### src/rtl/snake_head_mover.sv
// snake_head_mover: advances the snake head one grid cell per game tick.
// Holds the tick divider, head position, edge handling (wrap or wall hit)
// and the IDLE/RUN/DEAD control. All outputs are registered.
module snake_head_mover #(
  parameter int GRID_W   = 32,
  parameter int GRID_H   = 24,
  parameter int XW       = 5,
  parameter int YW       = 5,
  parameter int TICK_DIV = 4,
  parameter int X_INIT   = 16,
  parameter int Y_INIT   = 12,
  parameter bit WRAP     = 1'b1
) (
  input  logic          CLOCK,
  input  logic          RESET,
  input  logic          START,
  input  logic          PAUSE,
  input  logic [1:0]    DIRECTION,
  output logic [XW-1:0] HEAD_X,
  output logic [YW-1:0] HEAD_Y,
  output logic [1:0]    CUR_DIR,
  output logic          STEP,
  output logic          WRAPPED,
  output logic          HIT_WALL,
  output logic          RUNNING
);

  // A one-cycle divider still needs a 1-bit counter that simply stays at 0.
  localparam int CW = (TICK_DIV > 1) ? $clog2(TICK_DIV) : 1;

  localparam logic [CW-1:0] CNT_LAST = CW'(TICK_DIV - 1);
  localparam logic [XW-1:0] X_MAX    = XW'(GRID_W - 1);
  localparam logic [YW-1:0] Y_MAX    = YW'(GRID_H - 1);

  // Direction codes: bitwise complement of a code is its opposite.
  localparam logic [1:0] DIR_RIGHT = 2'b00;
  localparam logic [1:0] DIR_DOWN  = 2'b01;
  localparam logic [1:0] DIR_UP    = 2'b10;
  localparam logic [1:0] DIR_LEFT  = 2'b11;

  typedef enum logic [1:0] {
    S_IDLE = 2'b00,
    S_RUN  = 2'b01,
    S_DEAD = 2'b10
  } state_t;

  state_t        state;
  logic [CW-1:0] cnt;

  logic [1:0]    eff_dir;
  logic [XW-1:0] next_x;
  logic [YW-1:0] next_y;
  logic          at_edge;

  // Candidate next head position for the effective direction, plus whether
  // that move crosses a grid edge (wrapped target is computed regardless).
  always_comb begin
    // NOTE: every combinational output gets a default first so no path
    // leaves it unassigned, which would otherwise infer a latch.
    eff_dir = (DIRECTION == ~CUR_DIR) ? CUR_DIR : DIRECTION;
    next_x  = HEAD_X;
    next_y  = HEAD_Y;
    at_edge = 1'b0;
    case (eff_dir)
      DIR_RIGHT: begin
        if (HEAD_X == X_MAX) begin
          next_x  = '0;
          at_edge = 1'b1;
        end else begin
          next_x = HEAD_X + XW'(1);
        end
      end
      DIR_LEFT: begin
        if (HEAD_X == '0) begin
          next_x  = X_MAX;
          at_edge = 1'b1;
        end else begin
          next_x = HEAD_X - XW'(1);
        end
      end
      DIR_DOWN: begin
        if (HEAD_Y == Y_MAX) begin
          next_y  = '0;
          at_edge = 1'b1;
        end else begin
          next_y = HEAD_Y + YW'(1);
        end
      end
      DIR_UP: begin
        if (HEAD_Y == '0) begin
          next_y  = Y_MAX;
          at_edge = 1'b1;
        end else begin
          next_y = HEAD_Y - YW'(1);
        end
      end
      default: ;
    endcase
  end

  // Control FSM, tick divider and registered head/status outputs.
  always_ff @(posedge CLOCK) begin
    // NOTE: sequential state uses non-blocking assignments so every register
    // samples pre-edge values, independent of statement order.
    if (RESET) begin
      state    <= S_IDLE;
      cnt      <= '0;
      HEAD_X   <= XW'(X_INIT);
      HEAD_Y   <= YW'(Y_INIT);
      CUR_DIR  <= DIR_RIGHT;
      STEP     <= 1'b0;
      WRAPPED  <= 1'b0;
      HIT_WALL <= 1'b0;
      RUNNING  <= 1'b0;
    end else begin
      case (state)
        S_IDLE: begin
          STEP    <= 1'b0;
          WRAPPED <= 1'b0;
          cnt     <= '0;
          if (START) begin
            state   <= S_RUN;
            RUNNING <= 1'b1;
          end
        end

        S_RUN: begin
          STEP    <= 1'b0;
          WRAPPED <= 1'b0;
          // Pause freezes the divider, even on the terminal count.
          if (!PAUSE) begin
            if (cnt == CNT_LAST) begin
              cnt <= '0;
              if (at_edge && !WRAP) begin
                // Wall hit: head and direction keep their pre-step values.
                state    <= S_DEAD;
                HIT_WALL <= 1'b1;
                RUNNING  <= 1'b0;
              end else begin
                HEAD_X  <= next_x;
                HEAD_Y  <= next_y;
                CUR_DIR <= eff_dir;
                STEP    <= 1'b1;
                WRAPPED <= at_edge;
              end
            end else begin
              cnt <= cnt + CW'(1);
            end
          end
        end

        S_DEAD: begin
          // Everything frozen until RESET.
          STEP    <= 1'b0;
          WRAPPED <= 1'b0;
        end

        default: begin
          state   <= S_IDLE;
          RUNNING <= 1'b0;
        end
      endcase
    end
  end

endmodule
### config.mk
export PLATFORM = sky130hd
export DESIGN_NAME = snake_head_mover
export DESIGN_NICKNAME = d
export VERILOG_FILES = /design/src/rtl/snake_head_mover.sv
export SDC_FILE = /design/constraint.sdc
export NUM_CORES = 1
export LEC_CHECK = 0
export BUFFER_PORTS_ARGS = -buffer_cell sky130_fd_sc_hd__clkbuf_2
export CORE_ASPECT_RATIO = 1.75
export CORE_MARGIN = 4
export CORE_UTILIZATION = 47
export CTS_CLUSTER_DIAMETER = 200
export DETAILED_ROUTE_END_ITERATION = 8
export PLACE_DENSITY_LB_ADDON = 0.15
export SYNTH_ARGS = -nofsm -noshare
export SYNTH_HDL_FRONTEND = slang
export SYNTH_SLANG_ARGS = --single-unit
### constraint.sdc
create_clock -name CLOCK -period 2.4 [get_ports CLOCK]
set_input_delay 0.48 -clock CLOCK [delete_from_list [all_inputs] [get_ports CLOCK]]
set_output_delay 0.48 -clock CLOCK [all_outputs]
set_load 0.005 [all_outputs]
== Yosys cells after proc, flatten, opt, wreduce, memory -nomap -nowiden ==
Cells that the tools add are included.

* Add/sub/neg operators: 5
* Eq/ne operators: 11
* Multiplexer cells: 25
* Bitwise logic cells: 3
* Reductions and logical operators: 15

{| class="wikitable"
|+ Operator list
! kind !! count
|-
| two-way mux 5 bit || 4
|-
| case mux 5 bit (2 select lines) || 2
|-
| adder 5 x 1 -> 5 bit (second input constant) || 2
|-
| == test 5 bit (second input constant) || 2
|-
| zero test 5 bit || 2
|-
| subtractor 5 x 1 -> 5 bit (second input constant) || 2
|-
| two-way mux 1 bit || 9
|-
| == test 2 bit (second input constant) || 4
|-
| two-way mux 2 bit || 4
|-
| case mux 2 bit (2 select lines) || 2
|-
| AND reduction 4 bit || 2
|-
| nonzero test 2 bit || 4
|-
| case mux 1 bit (2 select lines) || 3
|-
| == test 2 x 1 -> 1 bit (second input constant) || 2
|-
| zero test 2 bit || 2
|-
| inequality test 2 bit (second input constant) || 2
|-
| case mux 1 bit (4 select lines) || 1
|-
| AND reduction 2 bit || 2
|-
| OR reduction 2 bit || 2
|-
| AND reduction 3 bit || 1
|-
| adder 2 x 1 -> 2 bit (second input constant) || 1
|-
| == test 2 bit || 1
|-
| NOT 1 bit || 2
|-
| NOT 2 bit || 1
|}

* Register bits: 19

== Depth between registers and ports, before layout ==
Gate-level depths: netlist of the first run.

* Depth in word-level cells: 8
* Depth in mapped cells: 9

== Worst setup path before layout of the first run ==
No wires, ideal clock.

* Path type: input port to flip-flop
* Start: in DIRECTION[1]
* End: reg HEAD_X[3]
* Setup time: 125 ps
* Arrival time: 1986 ps
* Path slack: 289 ps
* Stages on the path: 9
* Cell sequence: xnor2_1 mux2i_1 inv_1 ha_1 buf_1 o21a_1 o22a_1 o21ai_0 a21oi_1

* Cells in the longest elaborated chain, start to end: 5
* Elaborated cells between the ends (all ways): 7
* Those cells by class: 2 x eq/ne; 2 x mux; 3 x reduce/logical

{| class="wikitable"
|+ Ends and longest elaborated chain
! element !! line !! RTL
|-
| start: declaration || 18 || <nowiki>input logic [1:0] DIRECTION,</nowiki>
|-
| == test 2 bit * || 60 || <nowiki>eff_dir = (DIRECTION == ~CUR_DIR) ? CUR_DIR : DIRECTION;</nowiki>
|-
| two-way mux 2 bit * || 60 ||
|-
| net eff_dir[0] || 50 || <nowiki>logic [1:0] eff_dir;</nowiki>
|-
| == test 2 bit or zero test 2 bit (tied branches) || 64 || <nowiki>case (eff_dir)</nowiki>
|-
| nonzero test 2 bit (no source line) || -- ||
|-
| AND reduction 4 bit (no source line) || -- ||
|-
| end signal: assignment || 108 || <nowiki>HEAD_X <= XW'(X_INIT);</nowiki>
|-
| end signal: assignment || 140 || <nowiki>HEAD_X <= next_x;</nowiki>
|-
| end: declaration || 19 || <nowiki>output logic [XW-1:0] HEAD_X,</nowiki>
|}

Mark *: on every way through the listed nets, which the timed path passes. The rest lies on a longest branch.
A chain may end at the register's enable or synchronous reset.

== Worst setup path after layout of the first run ==
* Start: reg CUR_DIR[1]
* End: reg HEAD_X[2]

* Cells in the longest elaborated chain, start to end: 6
* Elaborated cells between the ends (all ways): 8
* Those cells by class: 2 x eq/ne; 2 x mux; 1 x bitwise; 3 x reduce/logical

{| class="wikitable"
|+ Ends and longest elaborated chain
! element !! line !! RTL
|-
| start: declaration || 21 || <nowiki>output logic [1:0] CUR_DIR,</nowiki>
|-
| start signal: assignment || 142 || <nowiki>CUR_DIR <= eff_dir;</nowiki>
|-
| NOT 2 bit * || 60 ||
|-
| == test 2 bit * || 60 ||
|-
| two-way mux 2 bit * || 60 ||
|-
| net eff_dir[0] || 50 ||
|-
| == test 2 bit or zero test 2 bit (tied branches) || 64 ||
|-
| nonzero test 2 bit (no source line) || -- ||
|-
| AND reduction 4 bit (no source line) || -- ||
|}

Marks and branches as above.

==> metrics, run 1 <==
Seq pwr share 52.8%; final setup vio count 0; Crit path largest cell delay 0.34 ns; post-synthesis mux area share around 3.4%; post-CTS setup repair buffer count 0; crit path max fanout 7; gate count of the mapped netlist 136; die height 74.0 um; GPL Wtd Cong 0.848; minimum clock period around 2.1 ns; Core ar. 2330 sq um; Post-synth EDFFs 0; largest net degree at the start of global routing 15; critical path cell sequence xnor2_1 > mux2i_1 > inv_1 > ha_1 > buf_4 > nand2b_1 > o21ai_0 > a21oi_1 > a311oi_1; Cell Area, Synth roughly 1200 sq um; total track usage 16.2%; initial drt markers 8; main flop type after synthesis dfxtp_1; Layout Cells excl Fill 184; Peak VDD IR 0.326 mV; Critical Path AT 2.23 ns; Mapped Nets about 150; Synth cell types between 40 and 50; Int Pwr approximately 0.42 mW; final wirelength 2510 um; root buffer cell clkbuf_8; ANT cells 0; HP Class input pin to flip-flop; setup tns final 0 ns; pwr dens just over 400 nW/um^2; R2R cell count 9; CP Launch Type flip-flop; Die Footprint 3380 sq um; register area share after synthesis a little under 30%; # rows 23; first-pass GRT wire length 4190 um; Post-route DRC 0; Synth async-reset ratio 0%; clk sinks 17; Fill cells 222; most common cell after layout, fill and taps aside clkbuf_2; vias in the first global route 975; CP Capture Type flip-flop; Synth Area per Inst 8.59 sq um; layout cell share with drive strength beyond 1 23.9%; clock network power share between 30% and 40%; total net switching power 0.122 mW; Combinational Power Share 8.3%; # port buffers 20; Final Skew approximately 0.0016 ns; post-DR vias/cell 5.60; Sw Share approximately 22%; slowest CP cell dfxtp_1; initial antenna violation count 0; Adder-Cell Fraction of Synth Area between 10% and 20%; Max Cap Violations 0; Worst-path clk slew 0.07 ns; CTS Buffer Depth 2; RSZ-0062 raised after global routing false; Ports 22; HPWL Detailed a little under 2000 um; drt wl/cell 13.6 um; post-synthesis compound-gate area fraction between 20% and 30%; max-slew violations 0; commonest non-fill, non-tap cells in the layout clkbuf_2 (20), dfxtp_1 (17), nor2_1 (13), inv_1 (11), ha_1 (10); Highest Clock Rate 483 MHz; Synth Register Bits 17; Crit Path Category flip-flop to flip-flop; Lkg Pwr between 0.5 and 0.6 nW; Area Growth Syn to Fin 14.1%; CP Data Required Time 2.56 ns; status finished clean; fin crit share 86.3%; Ys Warns 0; Hold Buf Count CTS 0; post-placement setup slack 0.113 ns; DR pass1 iterations 3; Routed Antenna Nets 0; clock buffer count from CTS 3; Hold Path Depth 3; post-synthesis xor/xnor area fraction around 3.7%; Setup WS post-layout ~0.33 ns; placed insts 180; Initial Util 50.1%; Final #Nets 176; largest family of logic cells by synthesized area simple AND/OR/NAND/NOR gates; grt total ovfl 0; vias post-DR 1030; Fin. Hold Viols 0; Horiz. Die Dim 45.7 um; # resized after CTS 0; insertion delay to the later sink of the worst-skew pair 0.25 ns; H-Tree Level Count 1; CTS tree done; Simple-Gate Fraction of Synth Area 22.6%
critical path: cells and delay by family (launching register included):
kind	cells	cell delay (ns)
AOI/OAI and AO/OA	3	0.49
and+or+nand+nor	1	0.13
DFF	1	0.34
buffers and inverters	2	0.27
adders and majority gates	1	0.28
xor gates and xnor gates	1	0.21
muxes	1	0.26
synthesized netlist by cell type (all sizes together), types with 2 or more instances:
cell / instances / share of area [%]
nand2b: 3 / 1.6
a21oi: 10 / 4.6
mux2i: 4 / 3.4
nor2: 13 / 4.2
a311oi: 3 / 2.8
nor4: 2 / 1.1
xnor2: 3 / 2.2
inv: 11 / 3.5
a211oi: 4 / 2.6
xor2: 2 / 1.5
dfxtp: 17 / 29
nand4b: 3 / 2.2
nor3: 4 / 1.7
and3: 2 / 1.5
nand2: 4 / 1.5
o21ai: 5 / 2.1
o21bai: 2 / 1.6
buf: 7 / 5.2
ha: 10 / 11
and2: 3 / 1.8
o31ai: 5 / 3.2
layout make-up:
class	instances	area [sq um]	area share, %
Tap cell	25	31.3	2.35
Multi-Input combinational cell	100	722	54.1
Sequential cell	17	340	25.5
Inverter	11	41.3	3.10
Clock inverter	1	5.00	0.375
Clock buffer	3	41.3	3.10
Timing Repair Buffer	27	153	11.4
power by group through the flow:
stage	clock network (mW)	registers (mW)	logic, mW
floorplan	0	0.292	0.0293
global placement	0	0.292	0.0441
detailed placement	0	0.292	0.0450
CTS	0.218	0.286	0.0455
global route	0.230	0.286	0.0503
finish	0.211	0.286	0.0449
worst paths after layout:
kind,slack [ns],endpoint,start
worst min register to register,0.52,RUNNING,RUNNING
worst max register to register,0.33,HEAD_X[2],CUR_DIR[1]
worst min-delay path,0.44,RUNNING,START
worst max-delay path,0.33,HEAD_X[2],CUR_DIR[1]
metrics by stage:
step / hold slack [ns] / util (%) / total power [mW] / instance area (sq um)
CTS: 0.436 / 57.2 / 0.549 / 1330
floorplan: 0.468 / - / 0.321 / 1170
detailed placement: 0.509 / 55.2 / 0.337 / 1290
global placement: 0.482 / 55.2 / 0.336 / 1290
finish: 0.438 / 57.2 / 0.542 / 1330
global route: 0.464 / 57.2 / 0.567 / 1330
routing by layer:
metal / track usage (%) / up-vias / part of all wire, %
met2: 29.9 / 16 / 56
met3: 2.42 / 6 / 2.9
met4: 6.65 / 0 / 2.5
li1: - / 530 / -
met1: 17.4 / 478 / 39
met5: 0 / - / 0
state kept, by name (all words and copies together) (netlist names):
name and flops:
STEP 1, HEAD_X 5, CUR_DIR 2, cnt 2
RUNNING 1, HEAD_Y 5, WRAPPED 1
cell families after synthesis:
family                   count (synthesis)
adder cells (fa/ha/maj)                 10
other                                    1
multiplexers                             4
AND/OR/NAND/NOR                         45
flip-flops                              17
XOR/XNOR                                 5
buffers and inverters                   19
AO/OA/AOI/OAI                           35
No activity file was read; power rests on OpenSTA's default activity.
==> inputs of run 2 (changes only) <==
- ABC_AREA: unset -> 1
- CORE_MARGIN: 4 -> 1
==> run 2 against run 1 <==
Compared with the run above:
- clock skew increased by 0.0013 ns
- via count increased by 14%
- hold slack got worse by 0.0079 ns
- sequential share of layout area decreased by 0.31 points
- global-route usage increased by 4.0 points
- synthesized cell count increased by 35%
- setup slack improved by 0.25 ns
- area after synthesis increased by 3.1%
- sequential power about the same
- clock power about the same
- die area decreased by 18%
- core utilization about the same
- critical path type unchanged
==> metrics, run 2 <==
final hold slack 0.430 ns (-0.00795 ns); total track usage 20.2% (+4.0 points); most used cell, CP nand2_1; HP Class input pin to flip-flop; CTS Buffer Depth 2 (unchanged); Area Growth Syn to Fin 12.0%; initial antenna violation count 0 (unchanged); setup tns final 0 ns (unchanged); HPWL Detailed 1980 um (+1.3%); root buffer cell clkbuf_8; Routed Antenna Nets 0 (unchanged); Largest regs HEAD_X: 5 flops, HEAD_Y: 5 flops; fin crit share 76.0% (-10 points); Horiz. Die Dim 40.3 um (-12%); clock network power share 39.2% (+0.3 points); status finished clean; total net switching power 0.132 mW (+8.4%); post-layout util 57.2% (about the same); insertion delay to the later sink of the worst-skew pair 0.25 ns (about the same); largest net degree at the start of global routing 14 (-1); critical path cell sequence xnor2_1 > nand2b_1 > nand2_1 > ha_1 > nor2_1 > nand3_2 > nor2_2 > nand3_1 > nand2_1 > inv_1; Sw Share 24.1% (+1.6 points); commonest non-fill, non-tap cells in the layout nand2_1 (45), inv_1 (24), clkbuf_2 (20), nor2_1 (19); H-Tree Level Count 1 (unchanged); Final Skew 0.00290 ns (+0.00134 ns); Commonest cells post-synth nand2_1 (45), inv_1 (24), nor2_1 (19); register area share after synthesis 28.2% (-0.88 points); Lkg Pwr 0.716 nW (+20%); Cell Area, Synth 1200 sq um (+3.1%); clock buffer count from CTS 3 (unchanged); Synth Area per Inst 6.58 sq um (-23%); main flop type after synthesis dfxtp_1; post-DR vias/cell 5.19 (-7.4%); Initial Util 51.1% (+0.93 points); CP Capture Type flip-flop; final wirelength 2460 um (-2.0%); Max Cap Violations 0 (unchanged); Ys Warns 0 (unchanged); die height 69.0 um (-6.7%); crit path max fanout 7 (unchanged); clk sinks 17 (unchanged); Fin. Hold Viols 0 (unchanged); most common cell after layout, fill and taps aside nand2_1; vias in the first global route 1046 (+7.3%); minimum clock period 1.82 ns (-0.247 ns); Seq pwr share 52.8% (about the same); Final #Nets 219 (+24%); max-slew violations 0 (unchanged); Crit Path Category flip-flop to flip-flop; # resized after CTS 0 (unchanged); Critical Path AT 1.97 ns (-0.26 ns); layout cell share with drive strength beyond 1 19.3% (-4.6 points); first-pass GRT wire length 3970 um (-5.3%); fin area 1350 sq um (+1.2%); Die Footprint 2780 sq um (-18%); Highest Clock Rate 548 MHz (+14%); Peak VDD IR 0.307 mV (-5.9%); RSZ-0062 raised after global routing false; CP Launch Type flip-flop; # port buffers 20 (unchanged); area post-placement 1300 sq um (+1.3%); Layout Cells excl Fill 227 (+23%); Core ar. 2360 sq um (+1.2%); drt wl/cell 10.8 um (-21%); Worst-path clk slew 0.07 ns (about the same); post-CTS setup repair buffer count 0 (unchanged); Post-synth EDFFs 0 (unchanged); Combinational Power Share 8.1% (-0.2 points); Synth cell types 30 (-39%); initial drt markers 23 (+15); gate count of the mapped netlist 183 (+35%); # rows 23 (unchanged); grt total ovfl 0 (unchanged); Int Pwr 0.416 mW (-1.0%); CP Data Required Time 2.55 ns (about the same); CTS tree done; slowest CP cell dfxtp_1; Synth async-reset ratio 0% (unchanged); Synth Register Bits 17 (unchanged); Yosys top cell by area dfxtp_1; placed insts 223 (+24%); top cells by area, synth dfxtp_1 (28%), nand2_1 (14%), ha_1 (10%); ANT cells 0 (unchanged); DR pass1 iterations 4 (+1); final setup vio count 0 (unchanged); Post-route DRC 0 (unchanged); GPL Wtd Cong 0.803 (-5.3%); cell with the most instances after synthesis nand2_1; pwr dens 406 nW/um^2 (-0.14%); Hold Buf Count CTS 0 (unchanged); Crit path largest cell delay 0.39 ns (+0.05 ns); Ports 22 (unchanged); post-synth top area share 28.2% (-0.88 points); vias post-DR 1177 (+14%); Mapped Nets 199 (+31%)
==> run 2: cell types whose count changed after synthesis, sizes merged, moves of 4 or more <==
cell   before  now
nor2       13   23
mux2i       4    0
nand3       1   19
o31ai       5    0
nor3        4    0
inv        11   29
nand2       4   47
==> run 2: final cells by class <==
class	count	area (sq um)
well taps	25	31.3
repair buffers	20	100
fillers	241	1010
flip-flops and latches	17	340
multi-input cells	132	723
inverters	29	109
clock inverters	1	5.00
clock buffers	3	41.3
==> run 2: power by group through the flow <==
stage	Clock, mW	Sequential [mW]	Combinational [mW]
2_1_floorplan	0	0.293	0.0369
3_3_place_gp	0	0.295	0.0434
3_5_place_dp	0	0.295	0.0441
4_1_cts	0.222	0.289	0.0444
5_1_grt	0.229	0.289	0.0506
6_report	0.214	0.289	0.0442
==> run 2: per-layer routing <==
layer / up-vias / GRT usage (%) / routed length, um
met5: - / 0 / 0
met1: 539 / 19.1 / 998
met2: 20 / 40.1 / 1370
met3: 4 / 1.92 / 59
met4: 0 / 8.33 / 35
li1: 614 / - / -
==> run 2: final timing paths <==
path / to / cells past startpoint / slack [ns] / start
worst max-delay path: HEAD_X[3] / 10 / 0.58 / CUR_DIR[0]
worst min-delay path: RUNNING / 3 / 0.43 / START
worst max register to register: HEAD_X[3] / 10 / 0.58 / CUR_DIR[0]
worst min register to register: cnt[1] / 2 / 0.48 / cnt[1]
==> run 2: through the flow <==
| step | setup slack, ns | power (mW) |
|---|---|---|
| after floorplan | 0.629 | 0.330 |
| after global placement | 0.424 | 0.339 |
| after detailed placement | 0.365 | 0.339 |
| after CTS | 0.566 | 0.555 |
| after global routing | 0.382 | 0.569 |
| final | 0.576 | 0.547 |
==> run 2: logic make-up after synthesis <==
kind of cell / after synthesis / synth area share, %
flip-flops: 17 / 28.2
XOR/XNOR: 3 / 2.18
adder cells (fa/ha/maj): 10 / 10.4
AO/OA/AOI/OAI: 24 / 11.0
other: 1 / 0.311
buffers and inverters: 34 / 11.7
AND/OR/NAND/NOR: 94 / 36.1
==> run 2: critical path: cells and delay by family, from the launching register on <==
| kind | cells | cell delay, ns |
|---|---|---|
| XOR/XNOR | 1 | 0.15 |
| flip-flops | 1 | 0.39 |
| adder cells (fa/ha/maj) | 1 | 0.29 |
| AND/OR/NAND/NOR | 7 | 0.85 |
| buffers and inverters | 1 | 0.04 |
==> inputs of run 3 (changes only) <==
- clock period: 2.4 -> 1.8 ns (I/O delays scaled with it)
==> run 3 against run 2 <==
Compared with the run above:
- maximum frequency grew 8.2%
- register-to-register slack lost 0.46 ns
- design area grew 7.3%
- setup slack lost 0.46 ns
- sequential power grew 34%
- first-iteration DRC count grew 30%
- total power grew 37%
- clock skew shrank 0.00098 ns
- combinational power grew 68%
==> metrics, run 3 (synthesis results as in run 2) <==
status finished clean; max-slew violations 0 (unchanged); fin crit share 93.6% (+18 points); Routed Antenna Nets 0 (unchanged); insertion delay to the later sink of the worst-skew pair 0.26 ns (about the same); placed insts 228 (+2.2%); post-DR vias/cell 5.14 (-0.85%); Fin. Hold Viols 0 (unchanged); Crit Path Category flip-flop to flip-flop; Die Footprint 2780 sq um (unchanged); RSZ-0062 raised after global routing false; CP Data Required Time 1.94 ns (-0.61 ns); most common cell after layout, fill and taps aside nand2_1; fin area 1450 sq um (+7.3%); post-placement setup slack -0.0932 ns (-0.458 ns); vias in the first global route 1110 (+6.1%); Total Power 0.750 mW (+37%); Fill cells 237 (-1.7%); die height 69.0 um (unchanged); R2R cell count 9 (-1); initial antenna violation count 0 (unchanged); root buffer cell clkbuf_8; CP Capture Type flip-flop; total track usage 22.1% (+1.9 points); GPL Wtd Cong 0.830 (+3.3%); Post-route DRC 0 (unchanged); final hold slack 0.316 ns (-0.114 ns); CP Launch Type flip-flop; first-pass GRT wire length 4210 um (+6.1%); Highest Clock Rate 594 MHz (+8.2%); layout cell share with drive strength beyond 1 27.3% (+8.0 points); setup tns final 0 ns (unchanged); Seq pwr share 51.4% (-1.4 points); Largest regs HEAD_X: 5 flops, HEAD_Y: 5 flops; # port buffers 20 (unchanged); Peak VDD IR 0.422 mV (+37%); largest net degree at the start of global routing 14 (unchanged); Critical Path AT 1.83 ns (-0.14 ns); r2r setup slk 0.12 ns (-0.46 ns); Layout Cells excl Fill 234 (+3.1%); Initial Util 51.1% (unchanged); CTS Buffer Depth 2 (unchanged); vias post-DR 1203 (+2.2%); HP Class input pin to flip-flop; Setup WS post-layout 0.115 ns (-0.461 ns); clk sinks 17 (unchanged); Combinational Power Share 9.9% (+1.8 points); Ports 22 (unchanged); drt wl/cell 11.7 um (+7.5%); HPWL Detailed 2140 um (+8.4%); clock buffer count from CTS 3 (unchanged); Worst-path clk slew 0.07 ns (about the same); final wirelength 2730 um (+11%); minimum clock period 1.68 ns (-0.139 ns); Final Skew 0.00192 ns (-0.000979 ns); Max Cap Violations 0 (unchanged); Area Growth Syn to Fin 20.2%; Lkg Pwr 0.756 nW (+5.7%); total net switching power 0.186 mW (+41%); commonest non-fill, non-tap cells in the layout nand2_1 (42), inv_1 (23), clkbuf_2 (20), nor2_1 (18), nand3_1 (17); initial drt markers 30 (+30%); Int Pwr 0.564 mW (+36%); final setup vio count 0 (unchanged); DR pass1 iterations 4 (unchanged); H-Tree Level Count 1 (unchanged); # rows 23 (unchanged); crit path max fanout 8 (+1); Core ar. 2360 sq um (unchanged); Hold Buf Count CTS 0 (unchanged); post-layout util 61.4% (+4.2 points); CTS tree done; grt total ovfl 0 (unchanged); area post-placement 1340 sq um (+2.9%); Hold Path Depth 3 (unchanged); Horiz. Die Dim 40.3 um (unchanged); pwr dens 518 nW/um^2 (+28%); Sw Share 24.8% (+0.77 points); ANT cells 0 (unchanged); Final #Nets 226 (+3.2%); clock network power share 38.7% (-0.5 points)
[run 3: cell types whose count changed in the layout (fill, tap and decap cells not counted), moves of 2 or more]
| cell | delta |
|---|---|
| dfxtp_2 | +2 |
| buf_4 | +7 |
| nand2_1 | -3 |
| dfxtp_1 | -2 |
| ha_1 | -2 |
| nand2_2 | +3 |
[run 3: worst paths after layout]
| path | from | end |
|---|---|---|
| worst min register to register | cnt[0] | cnt[0] |
| worst max-delay path | CUR_DIR[0] | HEAD_Y[2] |
| worst max register to register | CUR_DIR[0] | HEAD_Y[2] |
| worst min-delay path | START | RUNNING |
[run 3: worst max-delay path, stage by stage, from the launching register on]
cell      delay [ns]
dfxtp_2         0.34
xnor2_2         0.17
nand2b_1        0.16
nand2_2         0.09
ha_4            0.28
nand2_2         0.08
nor2_8          0.17
nand2_1         0.09
a21oi_1         0.11
o21ai_1         0.08
[run 3: cell type report]
type / instances / area [sq um] / share of cell area [%]
clock buffers: 3 / 41.3 / 2.85
clock inverters: 1 / 5.00 / 0.345
inverters: 29 / 109 / 7.51
multi-input cells: 132 / 767 / 52.9
flip-flops and latches: 17 / 343 / 23.7
well taps: 25 / 31.3 / 2.16
repair buffers: 27 / 153 / 10.5
[run 3: per-layer routing]
layer	routed length (um)	GRT usage (%)	up-vias
met2	1560	41.3	21
met3	66	2.88	5
met5	0	0	-
li1	-	-	627
met4	57	14.6	0
met1	1040	20.4	550
[run 3: power by group through the flow]
stage	combinational [mW]	sequential, mW	clock [mW]
finish	0.0743	0.386	0.290
CTS	0.0644	0.385	0.298
floorplan	0.0492	0.390	0
global placement	0.0627	0.394	0
detailed placement	0.0642	0.394	0
global route	0.0827	0.386	0.311
[run 3: repair_timing]
item	CTS	global route
setup endpoints to repair	0	11
gates resized for setup	0	12
buffers inserted	0	2
